$ cat src/rtl/mem_bist_pkg.sv
// Shared types and the expected-data rule for the memory test sequencer.
package mem_bist_pkg;

  typedef enum logic [1:0] {
    StIdle  = 2'd0,
    StWrite = 2'd1,
    StRead  = 2'd2,
    StDrain = 2'd3
  } state_t;

  typedef enum logic [1:0] {
    MODE_CLEAR    = 2'd0,
    MODE_ADDR     = 2'd1,
    MODE_PATTERN  = 2'd2,
    MODE_INV_ADDR = 2'd3
  } mode_t;

  // Expected word for a location; callers truncate the result to their data width.
  function automatic logic [31:0] exp_data(mode_t mode, logic [31:0] addr, logic [31:0] pattern,
                                           int unsigned data_width);
    logic [31:0] mask;
    logic [31:0] value;
    mask = (data_width >= 32) ? '1 : ((32'd1 << data_width) - 32'd1);
    unique case (mode)
      MODE_CLEAR:    value = '0;
      MODE_ADDR:     value = addr;
      MODE_PATTERN:  value = pattern;
      MODE_INV_ADDR: value = ~addr;
    endcase
    return value & mask;
  endfunction

endpackage

$ cat src/rtl/mem_bist_if.sv
// Single-port synchronous memory bus between the sequencer and the memory under test.
interface mem_bist_if #(
  parameter int unsigned ADDR_WIDTH = 5,
  parameter int unsigned DATA_WIDTH = 8
);
  logic                  read;
  logic                  write;
  logic [ADDR_WIDTH-1:0] addr;
  logic [DATA_WIDTH-1:0] data_in;
  logic [DATA_WIDTH-1:0] data_out;

  modport master (output read, write, addr, data_in, input data_out);
  modport slave  (input read, write, addr, data_in, output data_out);
endinterface

$ cat src/rtl/mem_bist_exp_pipe.sv
// Delay line of {valid, addr, expected} that lines each read up with its returning data.
module mem_bist_exp_pipe #(
  parameter int unsigned STAGES     = 1,
  parameter int unsigned ADDR_WIDTH = 5,
  parameter int unsigned DATA_WIDTH = 8
) (
  input  logic                  clk,
  input  logic                  rst_,
  input  logic                  flush_i,
  input  logic                  valid_i,
  input  logic [ADDR_WIDTH-1:0] addr_i,
  input  logic [DATA_WIDTH-1:0] exp_i,
  output logic                  valid_o,
  output logic [ADDR_WIDTH-1:0] addr_o,
  output logic [DATA_WIDTH-1:0] exp_o
);

  logic [STAGES-1:0]     valid_q;
  logic [ADDR_WIDTH-1:0] addr_q [STAGES];
  logic [DATA_WIDTH-1:0] exp_q  [STAGES];

  always_ff @(posedge clk or negedge rst_) begin
    if (!rst_) begin
      valid_q <= '0;
      for (int i = 0; i < STAGES; i++) begin
        addr_q[i] <= '0;
        exp_q[i]  <= '0;
      end
    end else if (flush_i) begin
      valid_q <= '0;
    end else begin
      valid_q[0] <= valid_i;
      addr_q[0]  <= addr_i;
      exp_q[0]   <= exp_i;
      for (int i = 1; i < STAGES; i++) begin
        valid_q[i] <= valid_q[i-1];
        addr_q[i]  <= addr_q[i-1];
        exp_q[i]   <= exp_q[i-1];
      end
    end
  end

  assign valid_o = valid_q[STAGES-1];
  assign addr_o  = addr_q[STAGES-1];
  assign exp_o   = exp_q[STAGES-1];

endmodule

$ cat src/rtl/mem_bist_ctrl.sv
// Memory test sequencer: write every location, read it back, count mismatches and
// remember the first failing address.
module mem_bist_ctrl
  import mem_bist_pkg::*;
#(
  parameter int unsigned ADDR_WIDTH = 5,
  parameter int unsigned DATA_WIDTH = 8,
  parameter int unsigned RD_LATENCY = 1,
  parameter logic [31:0] PATTERN    = 32'h0000_00E9,
  parameter int unsigned ERR_WIDTH  = ADDR_WIDTH + 1
) (
  input  logic                  clk,
  input  logic                  rst_,
  input  logic                  start,
  input  logic                  abort,
  input  logic [1:0]            mode,
  mem_bist_if.master            mem,
  output logic                  busy,
  output logic                  done,
  output logic                  pass,
  output logic [ERR_WIDTH-1:0]  err_count,
  output logic                  fail_valid,
  output logic [ADDR_WIDTH-1:0] fail_addr
);

  state_t                state_q, state_d;
  mode_t                 mode_q, mode_d;
  logic [ADDR_WIDTH-1:0] addr_q, addr_d;
  logic [DATA_WIDTH-1:0] wdata_q, wdata_d;
  logic                  read_q, read_d, write_q, write_d;
  logic                  busy_q, busy_d, done_q, done_d, pass_q, pass_d;
  logic [ERR_WIDTH-1:0]  err_q, err_d;
  logic                  fail_valid_q, fail_valid_d;
  logic [ADDR_WIDTH-1:0] fail_addr_q, fail_addr_d;
  logic [2:0]            drain_q, drain_d;

  logic                  flush, abort_run, mismatch;
  logic                  head_valid;
  logic [ADDR_WIDTH-1:0] head_addr;
  logic [DATA_WIDTH-1:0] head_exp, rd_exp;

  function automatic logic [DATA_WIDTH-1:0] exp_of(mode_t m, logic [ADDR_WIDTH-1:0] a);
    return DATA_WIDTH'(exp_data(m, 32'(a), PATTERN, DATA_WIDTH));
  endfunction

  // Expected data enters the pipe one edge after the read strobe is presented.
  assign rd_exp = exp_of(mode_q, addr_q);

  mem_bist_exp_pipe #(
    .STAGES    (RD_LATENCY),
    .ADDR_WIDTH(ADDR_WIDTH),
    .DATA_WIDTH(DATA_WIDTH)
  ) u_exp_pipe (
    .clk    (clk),
    .rst_   (rst_),
    .flush_i(flush),
    .valid_i(read_q),
    .addr_i (addr_q),
    .exp_i  (rd_exp),
    .valid_o(head_valid),
    .addr_o (head_addr),
    .exp_o  (head_exp)
  );

  // X or Z on the returned data must count as a failure.
  assign mismatch  = head_valid && (mem.data_out !== head_exp);
  assign abort_run = abort && (state_q != StIdle);

  always_comb begin
    state_d      = state_q;
    mode_d       = mode_q;
    addr_d       = addr_q;
    wdata_d      = wdata_q;
    read_d       = 1'b0;
    write_d      = 1'b0;
    busy_d       = busy_q;
    done_d       = done_q;
    pass_d       = pass_q;
    err_d        = err_q;
    fail_valid_d = fail_valid_q;
    fail_addr_d  = fail_addr_q;
    drain_d      = drain_q;
    flush        = 1'b0;

    if (mismatch && !abort_run) begin
      if (err_q != '1) err_d = err_q + 1'b1;
      if (!fail_valid_q) begin
        fail_valid_d = 1'b1;
        fail_addr_d  = head_addr;
      end
    end

    unique case (state_q)
      StIdle: begin
        if (start && !abort) begin
          mode_d       = mode_t'(mode);
          done_d       = 1'b0;
          pass_d       = 1'b0;
          err_d        = '0;
          fail_valid_d = 1'b0;
          fail_addr_d  = '0;
          busy_d       = 1'b1;
          addr_d       = '0;
          write_d      = 1'b1;
          wdata_d      = exp_of(mode_t'(mode), '0);
          state_d      = StWrite;
        end
      end
      StWrite: begin
        if (addr_q == '1) begin
          addr_d  = '0;
          read_d  = 1'b1;
          state_d = StRead;
        end else begin
          addr_d  = addr_q + 1'b1;
          write_d = 1'b1;
          wdata_d = exp_of(mode_q, addr_q + 1'b1);
        end
      end
      StRead: begin
        if (addr_q == '1) begin
          addr_d  = '0;
          drain_d = '0;
          state_d = StDrain;
        end else begin
          addr_d = addr_q + 1'b1;
          read_d = 1'b1;
        end
      end
      StDrain: begin
        if (drain_q == 3'(RD_LATENCY - 1)) begin
          busy_d  = 1'b0;
          done_d  = 1'b1;
          pass_d  = (err_d == '0);
          state_d = StIdle;
        end else begin
          drain_d = drain_q + 1'b1;
        end
      end
    endcase

    // Results gathered so far survive an abort; only the sequencing is dropped.
    if (abort_run) begin
      state_d = StIdle;
      addr_d  = '0;
      read_d  = 1'b0;
      write_d = 1'b0;
      busy_d  = 1'b0;
      done_d  = 1'b0;
      flush   = 1'b1;
    end
  end

  always_ff @(posedge clk or negedge rst_) begin
    if (!rst_) begin
      state_q      <= StIdle;
      mode_q       <= MODE_CLEAR;
      addr_q       <= '0;
      wdata_q      <= '0;
      read_q       <= 1'b0;
      write_q      <= 1'b0;
      busy_q       <= 1'b0;
      done_q       <= 1'b0;
      pass_q       <= 1'b0;
      err_q        <= '0;
      fail_valid_q <= 1'b0;
      fail_addr_q  <= '0;
      drain_q      <= '0;
    end else begin
      state_q      <= state_d;
      mode_q       <= mode_d;
      addr_q       <= addr_d;
      wdata_q      <= wdata_d;
      read_q       <= read_d;
      write_q      <= write_d;
      busy_q       <= busy_d;
      done_q       <= done_d;
      pass_q       <= pass_d;
      err_q        <= err_d;
      fail_valid_q <= fail_valid_d;
      fail_addr_q  <= fail_addr_d;
      drain_q      <= drain_d;
    end
  end

  assign mem.read    = read_q;
  assign mem.write   = write_q;
  assign mem.addr    = addr_q;
  assign mem.data_in = wdata_q;
  assign busy        = busy_q;
  assign done        = done_q;
  assign pass        = pass_q;
  assign err_count   = err_q;
  assign fail_valid  = fail_valid_q;
  assign fail_addr   = fail_addr_q;

endmodule
$ cat src/flat_wrapper.sv
// flat-port wrapper written by rule: the top's interface ports become plain ports
module mem_bist_ctrl_flat import mem_bist_pkg::*;
#(
  parameter int unsigned ADDR_WIDTH = 5,
  parameter int unsigned DATA_WIDTH = 8,
  parameter int unsigned RD_LATENCY = 1,
  parameter logic [31:0] PATTERN    = 32'h0000_00E9,
  parameter int unsigned ERR_WIDTH  = ADDR_WIDTH + 1
)
  (clk, rst_, start, abort, mode, busy, done, pass, err_count, fail_valid, fail_addr, mem_read, mem_write, mem_addr, mem_data_in, mem_data_out);
  mem_bist_if #(.ADDR_WIDTH(ADDR_WIDTH), .DATA_WIDTH(DATA_WIDTH)) mem_i ();
  input  logic clk;
  input  logic rst_;
  input  logic start;
  input  logic abort;
  input  logic [1:0] mode;
  output logic busy;
  output logic done;
  output logic pass;
  output logic [ERR_WIDTH-1:0] err_count;
  output logic fail_valid;
  output logic [ADDR_WIDTH-1:0] fail_addr;
  output wire logic [$bits(mem_i.read)-1:0] mem_read;
  output wire logic [$bits(mem_i.write)-1:0] mem_write;
  output wire logic [$bits(mem_i.addr)-1:0] mem_addr;
  output wire logic [$bits(mem_i.data_in)-1:0] mem_data_in;
  input wire logic [$bits(mem_i.data_out)-1:0] mem_data_out;
  assign mem_read = mem_i.read;
  assign mem_write = mem_i.write;
  assign mem_addr = mem_i.addr;
  assign mem_data_in = mem_i.data_in;
  assign mem_i.data_out = mem_data_out;
  mem_bist_ctrl #(.ADDR_WIDTH(ADDR_WIDTH), .DATA_WIDTH(DATA_WIDTH), .RD_LATENCY(RD_LATENCY), .PATTERN(PATTERN), .ERR_WIDTH(ERR_WIDTH)) u_core (.clk(clk), .rst_(rst_), .start(start), .abort(abort), .mode(mode), .mem(mem_i), .busy(busy), .done(done), .pass(pass), .err_count(err_count), .fail_valid(fail_valid), .fail_addr(fail_addr));
endmodule
$ cat config.mk
export PLATFORM = sky130hd
export DESIGN_NAME = mem_bist_ctrl_flat
export DESIGN_NICKNAME = d
export VERILOG_FILES = /design/src/rtl/mem_bist_pkg.sv /design/src/rtl/mem_bist_if.sv /design/src/rtl/mem_bist_exp_pipe.sv /design/src/rtl/mem_bist_ctrl.sv /design/src/flat_wrapper.sv
export SDC_FILE = /design/constraint.sdc
export NUM_CORES = 1
export LEC_CHECK = 0
export CORE_MARGIN = 5
export CORE_UTILIZATION = 30
export DETAILED_ROUTE_END_ITERATION = 10
export PLACE_DENSITY = 0.5
export SYNTH_ARGS = -nofsm -noshare
export SYNTH_HDL_FRONTEND = slang
export SYNTH_SLANG_ARGS = --single-unit
$ cat constraint.sdc
create_clock -name clk -period 2.15 [get_ports clk]
set_clock_uncertainty 0.1 [all_clocks]
set_input_delay 0.645 -clock clk [delete_from_list [all_inputs] [get_ports clk]]
set_output_delay 0.645 -clock clk [all_outputs]
set_load 0.1 [all_outputs]
Yosys cells after proc, flatten, opt, wreduce, memory -nomap -nowiden
Cells that the tools add are included.
{ "word_totals": {"ff_bits": 51, "inputBits": 14, "out_inout_bits": 30, "wordCells": 117} }
{ "op_classes": {"addsub": 3, "n_eq_ne": 21, "n_mux": 49, "bitwise_logic": 2, "n_reduce_logical": 26} }
{ "op_table": {"columns": ["operator", "n"], "rows": [
  ["$pmux W8 S4", 2],
  ["$mux W5", 7],
  ["$mux W6", 4],
  ["$pmux W8 S3", 1],
  ["$mux W1", 17],
  ["$mux W8", 2],
  ["$not A5 Y8", 2],
  ["$pmux W8 S2", 1],
  ["$eq A2 B2 Y1 const B", 6],
  ["$ne A3 B1 Y1 const B", 4],
  ["$reduce_and A3 Y1", 4],
  ["$mux W2", 5],
  ["$pmux W1 S2", 5],
  ["$pmux W5 S2", 1],
  ["$nex A8 B8 Y1", 1],
  ["$pmux W2 S4", 1],
  ["$reduce_bool A2 Y1", 4],
  ["$add A6 B1 Y6 const B", 1],
  ["$eq A2 B1 Y1 const B", 3],
  ["$logic_not A2 Y1", 3],
  ["$logic_not A6 Y1", 1],
  ["$mux W3", 2],
  ["$ne A2 B1 Y1 const B", 3],
  ["$ne A6 B6 Y1 const B", 1],
  ["other kinds (12)", 20]
]} }

Logic depth before layout (Yosys ltp)
{ "logic_depth": {"depth_word": 8, "mapped_depth": 8, "mapped_depth_nobuf": 8} }

By module
Synthesis repeated with hierarchy kept, for this count alone.
{ "unflattened": {"hier_cells": 261, "area_unflattened_um2": 2683.8} }
{ "by_module_without_submodules": {"columns": ["mod", "n_inst", "cells_each", "area_per_inst_um2", "seq_area_each_um2"], "rows": [
  ["mem_bist_ctrl", 1, 232, 2167.1, 875.8],
  ["mem_bist_exp_pipe", 1, 29, 516.7, 350.3]
]} }

Least setup slack after synthesis
Ideal clock, no wire load.
{ "synth_timing": {"kind": "flip-flop to flip-flop", "startpoint": "reg u_core.err_q[0], in the netlist u_core.err_count[0]", "endpoint": "reg u_core.pass_q, in the netlist u_core.pass", "arrival_ps": 2321, "required_time_ps": 1983, "path_slack_ps": -339, "path_stages_with_launch": 8, "cell_sequence": "dfrtp_1 -> ha_1 -> nand3_1 -> nor2_1 -> a211oi_2 -> or4_1 -> a21boi_1 -> a41o_1"} }
{ "synth_via": {"elab_chain_cells": 6} }
{ "synth_rtl": {"columns": ["item", "line", "rtl"], "rows": [
  ["from (decl)", "mem_bist_ctrl.sv:32", "logic [ERR_WIDTH-1:0] err_q, err_d;"],
  ["from (signal assigned)", "mem_bist_ctrl.sv:179", "err_q <= err_d;"],
  ["$add A6 B1 Y6 or $ne A6 B6 Y1 (tied branches)", "mem_bist_ctrl.sv:86", "if (err_q != '1) err_d = err_q + 1'b1;"],
  ["$mux W6", "mem_bist_ctrl.sv:86", null],
  ["$mux W6 *", "mem_bist_ctrl.sv:85", "if (mismatch && !abort_run) begin"],
  ["$logic_not A6 Y1 *", "mem_bist_ctrl.sv:134", "pass_d = (err_d == '0);"],
  ["$mux W1 *", "mem_bist_ctrl.sv:131", "if (drain_q == 3'(RD_LATENCY - 1)) begin"],
  ["$pmux W1 S2 *", "mem_bist_ctrl.sv:93", "unique case (state_q)"],
  ["to (signal assigned)", "mem_bist_ctrl.sv:178", "pass_q <= pass_d;"],
  ["to (decl)", "mem_bist_ctrl.sv:31", "logic busy_q, busy_d, done_q, done_d, pass_q, pass_d;"]
]} }
Mark *: on every way between the ends. The rest lies on a longest branch, timed or not. The select of a mux whose other input is x is not followed.
A chain may end at the register's enable or synchronous reset.

Final worst setup path
{ "layout_timing": {"startpoint": "in mem_data_out[5]", "endpoint": "reg u_core.pass_q, in the netlist u_core.pass"} }
{ "layout_via": {"elab_chain_cells": 7} }
{ "layout_rtl": {"columns": ["item", "line", "rtl"], "rows": [
  ["from (decl)", "flat_wrapper.sv:27", "input wire logic [$bits(mem_i.data_out)-1:0] mem_data_out;"],
  ["$nex A8 B8 Y1", "mem_bist_ctrl.sv:66", "assign mismatch = head_valid && (mem.data_out !== head_exp);"],
  ["$logic_and A1 B1 Y1", "mem_bist_ctrl.sv:66", null],
  ["$logic_and A1 B1 Y1", "mem_bist_ctrl.sv:85", null],
  ["$mux W6", "mem_bist_ctrl.sv:85", null],
  ["$logic_not A6 Y1", "mem_bist_ctrl.sv:134", null],
  ["$mux W1", "mem_bist_ctrl.sv:131", null],
  ["$pmux W1 S2", "mem_bist_ctrl.sv:93", null]
]} }
Every way passes these cells. The select of a mux whose other input is x is not followed.

==> impl_metrics.ini <==
[yosys]
syn_nets = 294
synthFlopType = dfrtp_1
syn_area_mm2 = 0.002505
synthAdderAreaFrac_pct = 5.495
synth_top_cell_area_share_pct = 46.95
synth_edf_count = 0
syn_inst = 269
synth_xor_area_share_pct = 5.594
yosys-top-cells-area = dfrtp_1, nand2_1, ha_1, mux2i_1, o21ai_0
synth.area.mux_share_pct = 6.144
synth_compound_gate_area_share_pct = 12.19
ys_async_sr_fraction_pct = 100.0
synth.largest_area_cell = dfrtp_1
synth_top_family_by_area = simple AND/OR/NAND/NOR gates
yosysUniqueCellTypes = 43
synth_seq_cells = 47
yosysWarnings = 0
yosys.area_share.simple_pct = 20.18
yosysSeqAreaShare_pct = 46.95
avgSynthCellArea_um2 = 9.312

[critical_path]
max_stage_delay_ps = 540
criticalPathCategory = input port to flip-flop
arrival_ps = 2390
worstPathCellList = buf_6 -> or4_4 -> a211oi_4 -> a211oi_4 -> or4_1 -> a21boi_1 -> a41o_1
required_ps = 2300
cp-end-kind = flip-flop
crit_fanout = 3
cp_slowest_cell = or4_4
worst_setup_path_start_kind = input port
crit_top_cell = a211oi_4

[timing]
worst_pin_slew_ps = 432.9
slew_headroom_pct = 71.14
max_clock_freq_ghz = 0.4463
setup_violations = 1
period_share_pct = 104.2
final_max_slew_viol_count = 0
setup_ws_ps = -90.54
rsz0062_at_grt = true
report.final.hold_viol_count = 0
timing.final.crit_period_ps = 2241

[grt]
grt_pass1_wl_um = 9770
antenna_found_initial = 0
grt_pass1_vias = 2007
gr-usage-all-layers_pct = 12.09
grt_max_degree = 48
grt-ovfl-total = 0

[floorplan]
start_util_pct = 30.64
io_pins = 44
die_x_um = 101.4
die-area_mm2 = 0.01028
rows = 33
die_h_um = 101.4
core_mm2 = 0.008175

[layout]
fin_area_mm2 = 0.003721
n_antenna_cell = 0
layout_commonest_cell = nand2_1
area_delta_synth_final_pct = 48.55
layout_common_cells = nand2_1, dfrtp_1, buf_12
final_nets = 362
drive_above_1_share_pct = 27.81

[clock_tree]
numCtsBuffers = 5
clkLatencyLatePin_ps = 300
cts_root_buffer = clkbuf_8
cts_max_level = 2
cts.reportedPaths.clkPinSlew_ps = 90
tritoncts = built
clk_path_buf_depth = 2
numClockSinks = 47

[placed_design]
dp_worst_setup_slack_ps = -774.5
io_buffer_count = 43
place_hpwl_um = 4322
dpl_cell_area_mm2 = 0.003552
gp_congestion = 0.8085

[worst_hold_path]
min_path_type = input port to async pin

[power_and_ir_drop]
swShare_pct = 49.15
p_seq_share_pct = 26.2
powerDensity_mw_per_mm2 = 1523
total_leakage_power_nw = 1.691
p_switching_w = 0.002786
pwr-share-comb_pct = 62.2
vdd_ir_drop_max_mv = 1.094
p_int_w = 0.002882
pwr-share-clk_pct = 11.6

[routing]
num_vias = 2035
ant_nets = 0
drt-initial-drc-count = 38
routed_wl_um = 5778
viasPerCell = 4.594
detail_route.first_pass.iterations = 4
detail_route.wl_per_cell_um = 13.04
drc_errors = 0

[outcome]
status = finished with violations
violations = negative setup slack

[job]
drv.max_cap_violation_count = 0
[synth_stat cells (all sizes together) (2+ instances only)]
cell / instances
a211oi: 3
mux2: 3
buf: 3
a21oi: 10
xor2: 11
nor2b: 10
nor2: 27
inv: 11
nor3: 3
dfrtp: 47
ha: 11
nand2b: 3
clkbuf: 7
nand3: 13
or4: 2
o21ai: 22
mux2i: 12
and3: 2
nand2: 45
or2: 2
xnor2: 5
[final timing paths]
kind | endpoint | slack, ps | cells past startpoint | from
max | u_core.pass$_DFFE_PN0P_ | -90 | 7 | mem_data_out[5]
min reg2reg | u_core.u_exp_pipe.addr_o[3]$_DFFE_PN0P_ | 380 | 2 | u_core.u_exp_pipe.addr_o[3]$_DFFE_PN0P_
min in group clk | u_core.u_exp_pipe.addr_o[3]$_DFFE_PN0P_ | 380 | 2 | u_core.u_exp_pipe.addr_o[3]$_DFFE_PN0P_
max reg2reg | u_core.pass$_DFFE_PN0P_ | -40 | 6 | u_core.u_exp_pipe.exp_o[6]$_DFFE_PN0P_
max in group asynchronous | u_core.mem.addr[0]$_DFFE_PN0P_ | 1480 | 2 | rst_
min | u_core.err_count[2]$_DFF_PN0_ | 190 | 2 | rst_
[power by group through the flow]
| stage | logic (W) | clock network (W) | registers (W) |
|---|---|---|---|
| after global routing | 0.00376 | 0.000722 | 0.00154 |
| final | 0.00352 | 0.000656 | 0.00149 |
| after global placement | 0.00352 | 0 | 0.00150 |
| after CTS | 0.00355 | 0.000687 | 0.00149 |
| after floorplan | 0.00117 | 0 | 0.00249 |
| after detailed placement | 0.00353 | 0 | 0.00150 |
[timing repair]
action / CTS / global route
endpoints found under the hold margin: 0 / 0
hold buffers: 0 / 0
buffers inserted: 1 / 2
cloned: 0 / 0
resized for setup: 13 / 11
endpoints found under the setup margin: 13 / 9
pin swaps: 6 / 7
[state kept, by name (all words and copies together) (netlist names), 2 cells and up]
register,flops
u_core.drain_q,3
u_core.err_count,6
u_core.fail_addr,5
u_core.mem.addr,5
u_core.mem.data_in,6
u_core.mode_q,2
u_core.state_q,2
u_core.u_exp_pipe.addr_o,5
u_core.u_exp_pipe.exp_o,6
[cells by family (layout without fill, tap and decap cells)]
kind of cell	Yosys count	count (layout)
muxes	15	15
AOI/OAI and AO/OA	48	48
adders and majority gates	11	11
and+or+nand+nor	111	111
xor gates and xnor gates	16	16
DFF	47	47
buffers and inverters	21	90
[metal layers]
| metal | global-route usage (%) | vias up | part of all wire (%) |
|---|---|---|---|
| met3 | 3.168 | 7 | 4.1 |
| li1 | - | 1038 | - |
| met2 | 19.22 | 33 | 47 |
| met1 | 16.05 | 957 | 47 |
| met5 | 0 | - | 0 |
| met4 | 3.988 | 0 | 1.4 |
[metrics by stage]
step	setup TNS [ps]	cells	power (W)	util (%)	hold slack [ps]
2_1_floorplan	-743.5	269	0.003659	-	249.4
3_3_place_gp	-8499	432	0.005019	43.45	357.1
3_5_place_dp	-8424	432	0.005030	43.45	365.4
4_1_cts	-449.0	441	0.005724	44.95	215.6
5_1_grt	-133.4	443	0.006019	45.52	226.3
6_report	-90.54	443	0.005668	45.52	194.5
[critical path, delay by kind of cell]
family                 cells  cell delay (ps)
AO/OA/AOI/OAI              4              720
buffers and inverters      1               90
AND/OR/NAND/NOR            2              940
[final cells by class]
| class | count | area (µm²) |
|---|---|---|
| Timing Repair Buffer | 71 | 962.2 |
| Sequential cell | 47 | 1189 |
| Tap cell | 105 | 131.4 |
| Fill cell | 796 | 4454 |
| Clock buffer | 5 | 68.82 |
| Multi-Input combinational cell | 201 | 1285 |
| Inverter | 11 | 41.29 |
| Clock inverter | 3 | 43.79 |
No activity file was read; power rests on OpenSTA's default activity.
